## config.mk

```make
export PLATFORM = sky130hd
export DESIGN_NAME = hdr_radiance_accum
export DESIGN_NICKNAME = d
export VERILOG_FILES = /design/src/rtl/hdr_pkg.sv /design/src/rtl/hdr_hat_weight.sv /design/src/rtl/hdr_radiance_accum.sv
export SDC_FILE = /design/constraint.sdc
export NUM_CORES = 1
export LEC_CHECK = 0
export CAP_MARGIN = 10
export CORE_AREA = 5 5 163 165
export CTS_CLUSTER_SIZE = 10
export DETAILED_ROUTE_END_ITERATION = 10
export DIE_AREA = 0 0 168 170
export PLACE_DENSITY = 0.83
export SLEW_MARGIN = 20
export SYNTH_ARGS = -nofsm -noshare
export SYNTH_HDL_FRONTEND = slang
export SYNTH_HIERARCHICAL = 1
export SYNTH_SLANG_ARGS = --single-unit
```

## constraint.sdc

```tcl
create_clock -name clk -period 5.49 [get_ports clk]
set_input_delay 1.098 -clock clk [delete_from_list [all_inputs] [get_ports clk]]
set_output_delay 1.098 -clock clk [all_outputs]
set_load 0.05 [all_outputs]
```

## src/rtl/hdr_pkg.sv

```systemverilog
// Shared definitions for the HDR radiance merge stage: default sizes,
// controller state encoding and the hat weighting function.
package hdr_pkg;

  localparam int N_EXP_DEF = 3;
  localparam int LUT_W_DEF = 32;
  localparam int W_W_DEF   = 7;

  typedef enum logic [1:0] {
    IDLE,
    ISSUE,
    DRAIN,
    OUT
  } state_t;

  // Hat weight: ramps up over the dark half and down over the bright half,
  // so both clipped extremes (0 and 255) contribute nothing. For z >= 128,
  // 255 - z is simply the inverted low seven bits.
  function automatic logic [6:0] hat_weight(input logic [7:0] z);
    logic [6:0] w;
    if (z[7]) begin
      w = ~z[6:0];
    end else begin
      w = z[6:0];
    end
    return w;
  endfunction

endpackage

```

## src/rtl/hdr_hat_weight.sv

```systemverilog
// Combinational hat weighting of one raw exposure value.
module hdr_hat_weight
  import hdr_pkg::*;
(
  input  logic [7:0] z_i,
  output logic [6:0] w_o
);

  assign w_o = hat_weight(z_i);

endmodule

```

## src/rtl/hdr_radiance_accum.sv

```systemverilog
// Per-pixel HDR merge: walks the exposures of one pixel through an external
// registered exp LUT, weights each returned radiance by the hat weight of its
// raw value, and accumulates numerator and denominator for the divider.
module hdr_radiance_accum
  import hdr_pkg::*;
#(
  parameter int N_EXP = N_EXP_DEF,
  parameter int LUT_W = LUT_W_DEF,
  parameter int W_W   = W_W_DEF,
  parameter int NUM_W = LUT_W + W_W + $clog2(N_EXP),
  parameter int DEN_W = W_W + $clog2(N_EXP)
) (
  input  logic                 clk,
  input  logic                 rst,
  input  logic                 pix_valid,
  output logic                 pix_ready,
  input  logic [8*N_EXP-1:0]   pix_code,
  input  logic [8*N_EXP-1:0]   pix_z,
  output logic [7:0]           lut_addr,
  output logic                 lut_en,
  input  logic [LUT_W-1:0]     lut_data,
  output logic                 out_valid,
  input  logic                 out_ready,
  output logic [NUM_W-1:0]     out_num,
  output logic [DEN_W-1:0]     out_den,
  output logic                 out_zero_w
);

  localparam int IDX_W  = $clog2(N_EXP);
  localparam int PROD_W = LUT_W + W_W;

  state_t                state_q, state_d;
  logic [IDX_W-1:0]      idx_q;
  logic [8*N_EXP-1:0]    codes_q;
  logic [8*N_EXP-1:0]    z_q;
  logic [W_W-1:0]        wdly_q;
  logic [NUM_W-1:0]      num_q;
  logic [DEN_W-1:0]      den_q;
  logic                  zero_q;
  logic [7:0]            addr_q;

  logic [7:0]            code_cur;
  logic [7:0]            z_cur;
  logic [6:0]            w_cur;
  logic                  last_idx;
  logic                  accept;
  logic                  acc_en;
  logic [PROD_W-1:0]     prod;
  logic [DEN_W-1:0]      den_sum;

  assign code_cur = codes_q[8*int'(idx_q) +: 8];
  assign z_cur    = z_q[8*int'(idx_q) +: 8];
  assign last_idx = (idx_q == IDX_W'(N_EXP - 1));
  assign accept   = (state_q == IDLE) && pix_valid;

  // LUT data lags its address by one cycle, so the product pairs it with the
  // weight captured alongside that address in the delay register.
  assign acc_en  = ((state_q == ISSUE) && (idx_q != '0)) || (state_q == DRAIN);
  assign prod    = PROD_W'(lut_data) * PROD_W'(wdly_q);
  assign den_sum = den_q + DEN_W'(wdly_q);

  hdr_hat_weight u_hat_weight (
    .z_i (z_cur),
    .w_o (w_cur)
  );

  // The address follows the exposure index while issuing and otherwise holds
  // whatever was last presented to the LUT.
  assign lut_addr   = (state_q == ISSUE) ? code_cur : addr_q;
  assign out_num    = num_q;
  assign out_den    = den_q;
  assign out_zero_w = zero_q;

  // Controller state register.
  always_ff @(posedge clk) begin
    if (rst) begin
      state_q <= IDLE;
    end else begin
      state_q <= state_d;
    end
  end

  // Next-state and handshake/LUT-enable decode.
  always_comb begin
    state_d   = state_q;
    pix_ready = 1'b0;
    lut_en    = 1'b0;
    out_valid = 1'b0;
    case (state_q)
      IDLE: begin
        pix_ready = 1'b1;
        if (pix_valid) state_d = ISSUE;
      end
      ISSUE: begin
        lut_en = 1'b1;
        if (last_idx) state_d = DRAIN;
      end
      DRAIN: begin
        state_d = OUT;
      end
      OUT: begin
        out_valid = 1'b1;
        if (out_ready) state_d = IDLE;
      end
      default: begin
        state_d = IDLE;
      end
    endcase
  end

  // Pixel capture, exposure index, weight delay and multiply-accumulate.
  always_ff @(posedge clk) begin
    if (rst) begin
      idx_q   <= '0;
      codes_q <= '0;
      z_q     <= '0;
      wdly_q  <= '0;
      num_q   <= '0;
      den_q   <= '0;
      zero_q  <= 1'b0;
      addr_q  <= '0;
    end else begin
      if (accept) begin
        codes_q <= pix_code;
        z_q     <= pix_z;
        idx_q   <= '0;
        num_q   <= '0;
        den_q   <= '0;
        zero_q  <= 1'b0;
      end
      if (state_q == ISSUE) begin
        addr_q <= code_cur;
        wdly_q <= W_W'(w_cur);
        if (!last_idx) idx_q <= idx_q + 1'b1;
      end
      if (acc_en) begin
        num_q <= num_q + NUM_W'(prod);
        den_q <= den_sum;
      end
      if (state_q == DRAIN) begin
        zero_q <= (den_sum == '0);
      end
    end
  end

endmodule
```

# Word level (Yosys, flattened, before mapping)
# Index checks and enable logic that the tools add are counted.
[word_totals]
reg_bits = 118
in_bits = 84
output_inout_bits = 62
word_cells = 50
[op_classes]
add_sub_neg = 3
multipliers = 1
eq_ne = 7
n_shift = 2
n_mux = 18
n_bitwise = 1
n_reduce_logical = 9
[op_table]
columns = ["operator", "n"]
rows = [
  ["2-to-1 mux 41 bit", 2],
  ["indexed part select 24 x 6 -> 8 bit", 2],
  ["adder 41 x 39 -> 41 bit", 1],
  ["multiplier 32 x 7 -> 39 bit", 1],
  ["2-to-1 mux 9 bit", 2],
  ["2-to-1 mux 2 bit", 6],
  ["adder 9 x 7 -> 9 bit", 1],
  ["logical NOT 9 bit", 1],
  ["2-to-1 mux 8 bit", 1],
  ["one-hot mux 2 bit (4 select lines)", 1],
  ["2-to-1 mux 7 bit", 1],
  ["inverter 7 bit", 1],
  ["equality test 2 bit, second input constant", 3],
  ["inequality test 2 bit, second input constant", 3],
  ["nonzero test 2 bit", 3],
  ["2-to-1 mux 1 bit", 5],
  ["AND reduction 3 bit", 1],
  ["adder 2 x 1 -> 2 bit, second input constant", 1],
  ["equality test 2 x 1 -> 1 bit, second input constant", 1],
  ["logical AND 1 bit", 2],
  ["logical NOT 2 bit", 1],
  ["logical OR 1 bit", 1],
]

# Longest topological paths before layout
# Gate-level depths: netlist of the first run.
[logic_depth]
depth_word = 5
depth_mapped = 20
depth_no_buf = 18

# Hierarchy
# Netlist of the first run, hierarchy kept.
[by_module_without_submodules]
columns = ["mod", "n_inst", "cells_per_inst", "area_each_um2", "seq_area_each_um2"]
rows = [
  ["hdr_radiance_accum", 1, 1552, 12902.4, 2362.3],
  ["hdr_hat_weight", 1, 8, 72.6, 0.0],
]

# Worst setup path after synthesis of the first run
# No wires, ideal clock.
[synth_path]
path_kind = "input port to flip-flop"
start = "input port lut_data[5]"
end = "register num_q[40], in the netlist out_num[40]"
setup_ns = 0.121
arrival_time_ns = 5.618
required_ns = 5.369
setup_slack_ns = -0.249
cell_stages = 19
n_path_buf = 1
path_cell_list = "and2_1 > fa_1 > inv_1 > fa_1 > inv_1 > fa_1 > inv_1 > fa_1 > inv_1 > ha_1 > buf_6 > a211o_1 > a31oi_4 > nor4_1 > nor4b_2 > o21ai_1 > o41ai_2 > mux2i_1 > mux2_2"
[synth_via]
elab_chain_len = 3
[synth_rtl]
columns = ["element", "line", "source"]
rows = [
  ["from (decl)", "hdr_radiance_accum.sv:21", "input logic [LUT_W-1:0] lut_data,"],
  ["multiplier 32 x 7 -> 39 bit", "hdr_radiance_accum.sv:59", "assign prod = PROD_W'(lut_data) * PROD_W'(wdly_q);"],
  ["adder 41 x 39 -> 41 bit", "hdr_radiance_accum.sv:137", "num_q <= num_q + NUM_W'(prod);"],
  ["2-to-1 mux 41 bit", "hdr_radiance_accum.sv:136", "if (acc_en) begin"],
  ["to (signal assigned)", "hdr_radiance_accum.sv:137", ""],
  ["to (decl)", "hdr_radiance_accum.sv:37", "logic [NUM_W-1:0] num_q;"],
]
# No other way between the ends.
# A chain may end at the register's enable or synchronous reset.

# Worst setup path after layout of the first run
[layout_path]
start = "input port lut_data[10]"
end = "register num_q[36], in the netlist out_num[36]"
# The elaborated chain is that of the path after synthesis.

==> results_dict.tcl, run 1 <==
set metrics [dict create \
    synth.most_common_cell "nand2_1" \
    synth_edf_count 0 \
    cp.arrival_ns 5.83 \
    intPower_mw 3.33 \
    synthesis.area_sq_mm 0.0130 \
    setup_viol 1 \
    ys_ff_latch 118 \
    path_max_fanout 6 \
    io_buffer_count 145 \
    worstPathRequired_ns 5.81 \
    synth_area_leaders "fa_1 29%, dfxtp_1 18%, nand2_1 8.3%" \
    cap_violations 0 \
    rsz0062_at_grt "yes" \
    finalCriticalPeriod_ns 5.51 \
    power_density_mw_per_mm2 371 \
    wl_per_cell_um 17.6 \
    antenna_found_initial 2 \
    clockPowerShare_pct 17.9 \
    ir_worst_vdd_v 0.000303 \
    startpoint_type "input port" \
    dp_cells 2126 \
    slew-limit-headroom_pct 33.8 \
    seq_area_frac_synth_pct 18.2 \
    hold_violations 0 \
    die_h_um 170 \
    grt_pass1_vias 12800 \
    initial_core_util_pct 52.1 \
    cts_tree "built" \
    end_kind "flop" \
    grt_use_total_pct 26.5 \
    ant_nets 0 \
    drive_above_1_share_pct 17.3 \
    critPathKind "input port to flop" \
    timing.fmax_ghz 0.181 \
    ys_async_sr_fraction_pct 0 \
    gp_congestion 0.906 \
    seqPwrFrac_pct 17.9 \
    die_w_um 168 \
    p_leak_nw 7.77 \
    synth_commonest_cells "287 x nand2_1, 220 x inv_1, 187 x fa_1, 124 x a21oi_1, 121 x and2_1" \
    dp_slack_ns -0.840 \
    syn-num-nets 1905 \
    remaining_drc_errors 0 \
    maxSlewViolCount 0 \
    coreArea_sq_mm 0.0249 \
    grt_max_degree 97 \
    grt_pass1_wl_um 62200 \
    cts.sinks 118 \
    yosysTopAreaCell "fa_1" \
    hold_path_class "flop to flop" \
    root_buffer "clkbuf_16" \
    drt-initial-drc-count 860 \
    grt-ovfl-total 0 \
    clk_pin_slew_worst_paths_ns 0.06 \
    synth_ff_type "dfxtp_1" \
    cts_max_path_buffers 2 \
    yosys.area.top_type_share_pct 28.9 \
    antennaDiodeCount 0 \
    hpwl_um 28100 \
    netSwitchingFraction_pct 46.8 \
    hold_slack_ns 0.454 \
    syn_area_per_cell_sq_um 8.32 \
    yosysWarningCount 6 \
    worst_pin_slew_ns 0.993 \
    dr_total_vias 12000 \
    status "finished with violations" \
    dieArea_sq_mm 0.0286 \
    final_net_count 2169 \
    final_cells 2167 \
    cts_max_level 4 \
    clk_latency_ns 0.43 \
    cts_made_buffers 17 \
    syn2layout_area_growth_pct 30.0 \
    tns_ns -0.0233 \
    via_per_inst 5.53 \
    dr.pass1.iters 5 \
    fin_crit_sh_pct 100 \
    violations "setup timing" \
    clock_skew_ns 0.0108 \
    totalWireLength_um 38100 \
    fp-row-count 58 \
    setup_slack_ns -0.0233 \
    synth_cell_type_count 59 \
    p_comb_share_pct 64.2 \
    synthCells 1560 \
    p_switching_mw 2.93 \
    pin_count 146 \
]
cells by family (layout without fill, tap and decap cells):
family | Yosys count | in the layout | share of synthesized area [%]
mux | 36 | 36 | 2.87
xor+xnor | 40 | 40 | 2.70
compound gates | 254 | 254 | 11.6
fa+ha+maj | 261 | 261 | 36.0
flops | 118 | 118 | 18.2
buf+inv | 294 | 571 | 8.62
simple gates | 557 | 557 | 20.0
sequential cells by signal, indices dropped and copies added, names as in the netlist:
name and cells:
out_zero_w 1, wdly_q 7, out_den 9, addr_q 8, z_q 24, out_num 41, codes_q 24, idx_q 2
state_q 2
placed cells by master, fill, tap and decap left out, types with 5 or more instances in the layout:
master	n
nand2_1	281
inv_1	216
fa_1	184
buf_4	171
dfxtp_1	118
and2_1	117
clkdlybuf4s50_1	114
a21oi_1	109
ha_1	59
o21ai_0	48
nor2_1	48
nand3_1	42
mux2i_1	26
xor2_1	20
xnor2_1	19
clkbuf_16	17
nor2b_1	16
ha_4	15
a21oi_2	13
dlygate4sd2_1	13
a21o_1	11
mux2_2	10
o21bai_1	8
inv_6	8
buf_2	8
o21ai_1	7
a31oi_1	7
nand2_2	6
nor3_1	6
nand4_1	5
and3_1	5
a211oi_1	5
o21ai_2	5
nand2b_1	5
or3_1	5
critical path, cell delays in order:
cell and delay [ns]:
clkdlybuf4s15_2 0.26, nand2_1 0.11, fa_1 0.55, inv_1 0.06, fa_1 0.49, fa_1 0.52, inv_1 0.07, fa_1 0.54
inv_1 0.09, ha_4 0.25, a21oi_2 0.15, o21a_1 0.17, buf_4 0.13, o22ai_2 0.07, o311a_1 0.36, o2111ai_2 0.24
a21oi_2 0.10, or3_1 0.33, a32o_1 0.26
repair_timing:
action,4_1_cts,5_1_grt
setup endpoints to repair,25,18
resized for setup,120,47
pin swaps,32,21
hold buffers,0,0
setup buffers,7,2
metrics by stage:
step | power, mW | cell area, sq um | utilization (%)
after global routing | 6.71 | 16900 | 67.7
after CTS | 6.13 | 16700 | 67.1
after detailed placement | 4.78 | 15800 | 63.5
final | 6.26 | 16900 | 67.7
after floorplan | 3.47 | 13000 | -
after global placement | 4.64 | 15800 | 63.5
power groups by stage:
| stage | registers (mW) | clock network (mW) | logic [mW] |
|---|---|---|---|
| final | 1.12 | 1.12 | 4.02 |
| after global routing | 1.14 | 1.16 | 4.41 |
| after CTS | 1.12 | 1.12 | 3.89 |
| after detailed placement | 1.13 | 0 | 3.65 |
| after global placement | 1.13 | 0 | 3.52 |
| after floorplan | 1.24 | 0 | 2.23 |
area by class of cell:
class | count | area [sq um]
multi-input combinational | 1148 | 9970
fill | 1869 | 8030
timing repair buffer | 319 | 2710
sequential | 118 | 2360
inverter | 220 | 826
clock buffer | 17 | 425
tap | 330 | 413
clock inverter | 15 | 155
layer usage:
metal	wire (um)	GRT usage, %
met1	15000	31.9
met2	19400	47.4
met3	2220	4.32
met4	1490	10.9
met5	21	0
final timing paths:
path | start | end | cells past startpoint | slack, ns
max | lut_data[10] | out_num[36] | 19 | -0.02
min | z_q[17] | z_q[17] | 2 | 0.45
max reg2reg | wdly_q[1] | out_num[36] | 19 | 0.14
min reg2reg | z_q[17] | z_q[17] | 2 | 0.45
(Power assumes the default switching activity.)
==> run 2: changes to the inputs <==
--- a/constraint.sdc
+++ b/constraint.sdc
@@ -3,2 +3,2 @@
 set_output_delay 1.098 -clock clk [all_outputs]
-set_load 0.05 [all_outputs]
+set_load 0.02 [all_outputs]
==> results of run 2 <==
Same layout as run 1 (identical final DEF). Status: finished with violations: setup timing.
Main changes from that run: total power 6.26 mW -> 6.11 mW
